`config.mk`:
```
export PLATFORM = sky130hd
export DESIGN_NAME = sprite_row_reader
export DESIGN_NICKNAME = d
export VERILOG_FILES = /design/src/rtl/sprite_row_reader.sv
export SDC_FILE = /design/constraint.sdc
export NUM_CORES = 1
export LEC_CHECK = 0
export CORE_MARGIN = 2
export CORE_UTILIZATION = 40
export CTS_CLUSTER_SIZE = 30
export DETAILED_ROUTE_END_ITERATION = 8
export PLACE_DENSITY_LB_ADDON = 0.3
export SLEW_MARGIN = 20
export SYNTH_ARGS = -nofsm -noshare
export SYNTH_HDL_FRONTEND = slang
export SYNTH_SLANG_ARGS = --single-unit
```
`constraint.sdc`:
```
create_clock -name Clock -period 8.7 [get_ports Clock]
set_clock_uncertainty 0.2 [all_clocks]
set_input_delay 1.305 -clock Clock [delete_from_list [all_inputs] [get_ports Clock]]
set_output_delay 1.305 -clock Clock [all_outputs]
set_load 0.05 [all_outputs]
```
`src/rtl/sprite_row_reader.sv`:
```
// Fetches one sprite row from synchronous RAM and streams its pixels on a valid/ready port.
// Optional SPRITE_HFLIP_EN adds an HFlip input that mirrors the row (reverse word order, MSB-first pixels).
module sprite_row_reader #(
   parameter int ADDR_W        = 10,
   parameter int PIX_W         = 3,
   parameter int PIX_PER_WORD  = 4,
   parameter int WORDS_PER_ROW = 2,
   localparam int DATA_W       = PIX_W * PIX_PER_WORD
) (
   input  logic              Clock,
   input  logic              Resetn,
   input  logic              Start,
   input  logic [ADDR_W-1:0] BaseAddr,
   output logic              Busy,
   output logic              MemRead,
   output logic [ADDR_W-1:0] MemAddr,
   input  logic [DATA_W-1:0] MemData,
   output logic [PIX_W-1:0]  PixOut,
   output logic              PixValid,
   input  logic              PixReady,
   output logic              RowDone
`ifdef SPRITE_HFLIP_EN
   ,
   input  logic              HFlip
`endif
);

   localparam int PC_W = (PIX_PER_WORD > 1) ? $clog2(PIX_PER_WORD) : 1;
   localparam int WI_W = (WORDS_PER_ROW > 1) ? $clog2(WORDS_PER_ROW) : 1;

   typedef enum logic [2:0] {
      IDLE  = 3'd0,
      FETCH = 3'd1,
      LOAD  = 3'd2,
      SHIFT = 3'd3,
      DONE  = 3'd4
   } state_t;

   state_t            state_reg, state_next;
   logic [ADDR_W-1:0] base_reg, base_next;
   logic              flip_reg, flip_next;
   logic [WI_W-1:0]   word_reg, word_next;
   logic [PC_W-1:0]   pix_reg, pix_next;
   logic [DATA_W-1:0] shift_reg, shift_next;
   logic [ADDR_W-1:0] word_off, fetch_addr;
   logic              flip_in;

   logic              busy_reg, mem_read_reg, pix_valid_reg, row_done_reg;
   logic [ADDR_W-1:0] mem_addr_reg;

`ifdef SPRITE_HFLIP_EN
   assign flip_in = HFlip;
`else
   assign flip_in = 1'b0;
`endif

   always_comb begin
      state_next = state_reg;
      base_next  = base_reg;
      flip_next  = flip_reg;
      word_next  = word_reg;
      pix_next   = pix_reg;
      shift_next = shift_reg;
      case (state_reg)
         IDLE: begin
            if (Start) begin
               state_next = FETCH;
               base_next  = BaseAddr;
               flip_next  = flip_in;
               word_next  = '0;
               pix_next   = '0;
            end
         end
         FETCH: state_next = LOAD;
         LOAD: begin
            state_next = SHIFT;
            shift_next = MemData;
            pix_next   = '0;
         end
         SHIFT: begin
            if (PixReady) begin
               shift_next = flip_reg ? (shift_reg << PIX_W) : (shift_reg >> PIX_W);
               if (pix_reg == PC_W'(PIX_PER_WORD - 1)) begin
                  pix_next = '0;
                  if (word_reg == WI_W'(WORDS_PER_ROW - 1)) begin
                     state_next = DONE;
                  end else begin
                     word_next  = word_reg + 1'b1;
                     state_next = FETCH;
                  end
               end else begin
                  pix_next = pix_reg + 1'b1;
               end
            end
         end
         DONE:    state_next = IDLE;
         default: state_next = IDLE;
      endcase
   end

   // A mirrored row walks the words from the top of the row downward.
   always_comb begin
      word_off   = flip_next ? (ADDR_W'(WORDS_PER_ROW - 1) - ADDR_W'(word_next))
                             : ADDR_W'(word_next);
      fetch_addr = base_next + word_off;
   end

   // Outputs are registered from the next state so they line up with state_reg.
   always_ff @(posedge Clock or negedge Resetn) begin
      if (!Resetn) begin
         state_reg     <= IDLE;
         base_reg      <= '0;
         flip_reg      <= 1'b0;
         word_reg      <= '0;
         pix_reg       <= '0;
         shift_reg     <= '0;
         busy_reg      <= 1'b0;
         mem_read_reg  <= 1'b0;
         pix_valid_reg <= 1'b0;
         row_done_reg  <= 1'b0;
         mem_addr_reg  <= '0;
      end else begin
         state_reg     <= state_next;
         base_reg      <= base_next;
         flip_reg      <= flip_next;
         word_reg      <= word_next;
         pix_reg       <= pix_next;
         shift_reg     <= shift_next;
         busy_reg      <= (state_next != IDLE);
         mem_read_reg  <= (state_next == FETCH);
         pix_valid_reg <= (state_next == SHIFT);
         row_done_reg  <= (state_next == DONE);
         if (state_next == FETCH) begin
            mem_addr_reg <= fetch_addr;
         end
      end
   end

   assign Busy     = busy_reg;
   assign MemRead  = mem_read_reg;
   assign MemAddr  = mem_addr_reg;
   assign PixValid = pix_valid_reg;
   assign RowDone  = row_done_reg;
   assign PixOut   = flip_reg ? shift_reg[DATA_W-1 -: PIX_W] : shift_reg[PIX_W-1:0];

endmodule
```
==> results of run 1 <==
-- how the worst max path moves through the flow --
stage | from | end | cells past startpoint
3_3_place_gp | Start | MemAddr[4]$_DFFE_PN0P_ | 8
3_5_place_dp | Start | MemAddr[4]$_DFFE_PN0P_ | 8
6_report | Start | MemAddr[4]$_DFFE_PN0P_ | 8
5_1_grt | Start | MemAddr[8]$_DFFE_PN0P_ | 8
2_1_floorplan | Start | MemAddr[4]$_DFFE_PN0P_ | 9
4_1_cts | Start | MemAddr[4]$_DFFE_PN0P_ | 8
-- worst min-delay path: stages, from the launching register on --
cell and delay, ps:
dfrtp_1 350, nand2_1 50, nand2_1 50
-- routing by layer --
layer,track usage,share of wire
met5,0,0
met4,0.0586,0.014
met3,0.0373,0.055
met2,0.262,0.45
met1,0.220,0.48
-- cell type report --
| class | count | area, um2 |
|---|---|---|
| repair buffers | 45 | 458 |
| clock buffers | 6 | 72.6 |
| flip-flops and latches | 43 | 1080 |
| fillers | 524 | 2660 |
| inverters | 3 | 11.3 |
| well taps | 72 | 90.1 |
| clock inverters | 1 | 30.0 |
| multi-input cells | 161 | 1110 |
-- cell usage after synthesis (3+ instances only) --
| cell type | n |
|---|---|
| nor2b_1 | 6 |
| nand2_1 | 33 |
| buf_6 | 3 |
| a31oi_1 | 4 |
| a21o_1 | 9 |
| dfrtp_1 | 43 |
| and2_1 | 3 |
| a21oi_1 | 5 |
| a211oi_1 | 7 |
| xnor2_1 | 3 |
| clkbuf_1 | 7 |
| mux2_2 | 11 |
| nand4_1 | 10 |
| nand3_1 | 6 |
| and4_1 | 6 |
| o21ai_0 | 8 |
| mux2i_1 | 12 |
| nor2_1 | 13 |
| ha_1 | 3 |
-- kinds of logic after synthesis --
family / after synthesis / synth area share
and+or+nand+nor: 85 / 0.198
muxes: 23 / 0.107
adders and majority gates: 3 / 0.0164
xor gates and xnor gates: 4 / 0.0153
buffers and inverters: 17 / 0.0421
DFF: 43 / 0.471
AOI/OAI and AO/OA: 46 / 0.151
-- power by group --
group          switching, uW  total [uW]  internal [uW]
Clock                   67.4         152           84.2
Sequential              63.5         345            282
Combinational            254         427            173
Total                    385         923            539
-- metrics by stage --
stage | cell area, um2 | total power, uW
floorplan | 2290 | 651
global placement | 2720 | 769
detailed placement | 2720 | 778
CTS | 2820 | 930
global route | 2850 | 987
finish | 2850 | 923
==> flow_metrics.py, run 1 <==
metrics = {
    "clock_tree": {
        "htree_levels": 2,
        "cts_buffer_depth": 2,
        "postCtsSetupBuffers": 0,
        "clk_pin_slew_worst_paths_ps": 70,
        "clk_latency_ps": 300,
        "cts_resized": 0,
        "holdBufCountCts": 0,
        "cts_tree": "yes",
        "numCtsBuffers": 5,
        "root_buffer": "clkbuf_8",
        "clkSinkCount": 43,
    },
    "critical_path": {
        "r2r-start": "state_reg[0]$_DFF_PN0_",
        "cpMaxStageDelayCell": "or4b_4",
        "rr_worst_depth": 7,
        "cpMostUsedCell": "ha_1",
        "regToRegSetupSlack_ps": 5710,
        "crit_path_end_kind": "flop",
        "criticalPathCategory": "input port to flop",
        "crit_fanout": 20,
        "path_buf_inv": 1,
        "required_ps": 8680,
        "path_delay_family": "simple AND/OR/NAND/NOR gates",
        "arrival_ps": 3880,
        "slowest_delay_ps": 620,
        "crit_chain": "clkdlybuf4s50_1 -> or4b_4 -> and2_1 -> xor2_1 -> ha_1 -> ha_1 -> a21boi_0 -> o31ai_2",
        "reg2reg_to": "MemAddr[4]$_DFFE_PN0P_",
        "critPathLaunchType": "input port",
    },
    "cells_and_area": {
        "syn_to_final_growth_pct": 24.7,
        "stdcell_count": 331,
        "fin_util": 0.518,
        "final_common_cell": "dfrtp_1",
        "n_antenna_cell": 0,
        "final_cell_mix": "dfrtp_1 (43), clkdlybuf4s50_1 (41), nand2_1 (33), nor2_1 (13), mux2i_1 (12)",
        "largest_reg_flops": 12,
        "layout-drive-gt1-share": 0.120,
        "nets": 288,
    },
    "sta": {
        "tightest_slew_ps": 791,
        "fin_ws_ps": 4790,
        "post-route-period-util": 0.449,
        "hold_violations": 0,
        "hold_slack_ps": 272,
        "rsz0062_at_grt": "no",
        "finalSetupViolCount": 0,
        "setup_tns_ps": 0,
        "slew_violations": 0,
        "relSlewSlack": 0.473,
        "min_period_ps": 3910,
        "fmax_mhz": 256,
    },
    "placement": {
        "port_buffers": 42,
        "dp_cells": 323,
        "place_hpwl_um": 3230,
        "gp_congestion": 0.767,
        "place_ws_ps": 4520,
    },
    "outcome": {
        "status": "complete, no violations",
    },
    "synthesis": {
        "synthesis.nets": 250,
        "yosys_warnings": 0,
        "ys.flop_type": "dfrtp_1",
        "synth_top_area_cell": "dfrtp_1",
        "syn_area_um2": 2290,
        "synth_seq_cells": 43,
        "synth_enable_flop_cells": 0,
        "synth_area_leaders": "dfrtp_1 (47%), nand2_1 (5.4%), mux2_2 (5.4%), mux2i_1 (5.3%), a21o_1 (3.0%)",
        "avgSynthCellArea_um2": 10.3,
        "syn_inst": 221,
        "async_reset_ff_frac": 1.00,
        "synth.distinct_cells": 42,
        "netlist.area_leader.share": 0.471,
        "synth_seq_area_share": 0.471,
    },
    "hold_path": {
        "worstHoldStart": "MemAddr[0]$_DFFE_PN0P_",
        "hold_class": "flop to flop",
        "whs_path_depth": 2,
        "min_to": "MemAddr[0]$_DFFE_PN0P_",
    },
    "floorplan": {
        "core_area_um2": 5510,
        "start_util": 0.415,
        "dieArea_um2": 6340,
        "fp-row-count": 27,
        "die_y_um": 79.6,
        "die_x_um": 79.6,
        "num_io_pins": 43,
    },
    "detailed_routing": {
        "wl_per_cell_um": 14.5,
        "drtAntennaViolNets": 0,
        "wl_um": 4800,
        "firstDrtPassIters": 4,
        "drt_iter0_drc": 50,
        "viasPerCell": 5.34,
        "drcViolationCount": 0,
        "vias": 1767,
    },
    "pwr": {
        "max-vdd-ir-drop_v": 0.000158,
        "power_density_nw_per_um2": 324,
        "p_leak_uw": 0.00129,
    },
    "run": {
        "maxCapViolCount": 0,
    },
    "grt": {
        "antenna_found_initial": 0,
        "grt_pass1_wl_um": 8270,
        "grtUsageTotal": 0.165,
        "grt_pass1_vias": 1792,
        "grt_max_degree": 44,
        "overflow": 0,
    },
}
No activity file was read; power rests on OpenSTA's default activity.
==> inputs of run 2 (changes only) <==
==> constraint.sdc (replaced) <==
create_clock -name Clock -period 3.8 [get_ports Clock]
set_clock_uncertainty 0.2 [all_clocks]
set_input_delay 0.57 -clock Clock [delete_from_list [all_inputs] [get_ports Clock]]
set_output_delay 0.57 -clock Clock [all_outputs]
set_load 0.05 [all_outputs]
==> flow_metrics.py, run 2 (same netlist as run 1, synthesis figures left out) <==
metrics = {
    "outcome": {
        "status": "complete, no violations",
    },
    "pwr": {
        "max-vdd-ir-drop_v": 0.000384,
        "seqPwrFrac": 0.388,
        "power_density_nw_per_um2": 728,
        "switchingPower_uw": 875,
        "p_clk_frac": 0.137,
        "p_leak_uw": 0.00127,
        "sw_frac_of_total": 0.428,
        "combPwrFrac": 0.475,
        "power.internal_uw": 1170,
    },
    "critical_path": {
        "critPathLaunchType": "input port",
        "crit_fanout": 20,
        "crit_path_end_kind": "flop",
        "reg2reg_to": "MemAddr[8]$_DFFE_PN0P_",
        "required_ps": 3810,
        "r2r-start": "state_reg[0]$_DFF_PN0_",
        "rr_worst_depth": 7,
        "arrival_ps": 3180,
        "regToRegSetupSlack_ps": 830,
        "criticalPathCategory": "input port to flop",
    },
    "clock_tree": {
        "cts_tree": "yes",
        "clk_pin_slew_worst_paths_ps": 80,
        "holdBufCountCts": 0,
        "cts_buffer_depth": 2,
        "postCtsSetupBuffers": 0,
        "numCtsBuffers": 5,
        "cts_resized": 0,
        "htree_levels": 2,
        "clkSinkCount": 43,
        "root_buffer": "clkbuf_8",
        "clk_latency_ps": 290,
    },
    "placement": {
        "port_buffers": 42,
        "gp_congestion": 0.757,
        "place_ws_ps": 342,
        "place_hpwl_um": 3390,
        "placed_area_um2": 2720,
    },
    "sta": {
        "post-route-period-util": 0.834,
        "rsz0062_at_grt": "no",
        "relSlewSlack": 0.358,
        "fin_ws_ps": 632,
        "setup_tns_ps": 0,
        "hold_violations": 0,
        "slew_violations": 0,
        "min_period_ps": 3170,
        "tightest_slew_ps": 963,
        "fmax_mhz": 316,
        "finalSetupViolCount": 0,
    },
    "detailed_routing": {
        "wl_per_cell_um": 14.5,
        "vias": 1768,
        "drt_iter0_drc": 97,
        "wl_um": 4790,
        "drtAntennaViolNets": 0,
        "drcViolationCount": 0,
        "firstDrtPassIters": 4,
        "viasPerCell": 5.34,
    },
    "floorplan": {
        "num_io_pins": 43,
        "die_y_um": 79.6,
        "dieArea_um2": 6340,
        "start_util": 0.415,
        "die_x_um": 79.6,
        "core_area_um2": 5510,
        "fp-row-count": 27,
    },
    "cells_and_area": {
        "ff_latch_area_um2": 1080,
        "final_area_um2": 2800,
        "n_antenna_cell": 0,
        "fillCellCount": 501,
        "largest_reg_flops": 12,
        "fin_util": 0.509,
        "layout-drive-gt1-share": 0.116,
        "final_cell_mix": "dfrtp_1 (43), clkdlybuf4s50_1 (41), nand2_1 (33), nor2_1 (13), mux2i_1 (12)",
        "syn_to_final_growth_pct": 22.6,
        "multiInputGateArea_um2": 1110,
        "nets": 287,
        "final_common_cell": "dfrtp_1",
    },
    "run": {
        "maxCapViolCount": 0,
    },
    "hold_path": {
        "hold_class": "input port to async pin",
    },
    "grt": {
        "grt_max_degree": 44,
        "grt_pass1_wl_um": 8140,
        "overflow": 0,
        "grtUsageTotal": 0.164,
        "antenna_found_initial": 0,
        "grt_pass1_vias": 1762,
    },
}
-- run 2: cell types whose count changed in the layout (fill, tap and decap cells not counted), sizes merged --
cell	delta
clkinv	+1
clkbuf	+1
buf	-1
bufinv	-1
-- run 2: worst max path at each step --
stage | startpoint | endpoint | slack [ps] | cells after the start
3_3_place_gp | Start | MemAddr[4]$_DFFE_PN0P_ | 400 | 8
3_5_place_dp | Start | MemAddr[8]$_DFFE_PN0P_ | 340 | 8
4_1_cts | Start | MemAddr[8]$_DFFE_PN0P_ | 650 | 8
5_1_grt | Start | MemAddr[8]$_DFFE_PN0P_ | 510 | 8
2_1_floorplan | Start | MemAddr[4]$_DFFE_PN0P_ | 1050 | 9
6_report | Start | MemAddr[8]$_DFFE_PN0P_ | 630 | 8
-- run 2: layout make-up --
cell class	count	share of cell area
clock buffer	7	0.0272
clock inverter	1	0.00179
inverter	3	0.00402
multi-input combinational	161	0.397
sequential	43	0.384
tap	72	0.0321
timing repair buffer	44	0.154
-- run 2: through the flow --
step           hold slack [ps]  power [uW]  std cells
4_1_cts                    258        2060        331
3_5_place_dp               268        1780        323
5_1_grt                    298        2180        331
3_3_place_gp               259        1760        323
2_1_floorplan             74.4        1490        221
6_report                   231        2040        331
-- run 2: power groups by stage --
stage	registers, uW	logic (uW)	clock network (uW)
final	791	970	280
after floorplan	951	539	0
after global placement	797	968	0
after detailed placement	799	980	0
after CTS	791	984	290
after global routing	816	1060	305
-- run 2: worst max-delay path: stages --
cell,delay [ps]
clkdlybuf4s50_1,470
or4b_4,610
and2_1,240
xor2_1,160
ha_1,320
ha_1,400
o21ai_0,190
a211oi_2,210
-- run 2: routing by layer --
layer  GRT usage  vias to the layer above  routed length (um)
met5           0                        -                   0
met4      0.0517                        0                  63
met3      0.0339                        7                 188
met2       0.281                       47                2340
met1       0.206                      843                2200
li1            -                      871                   -
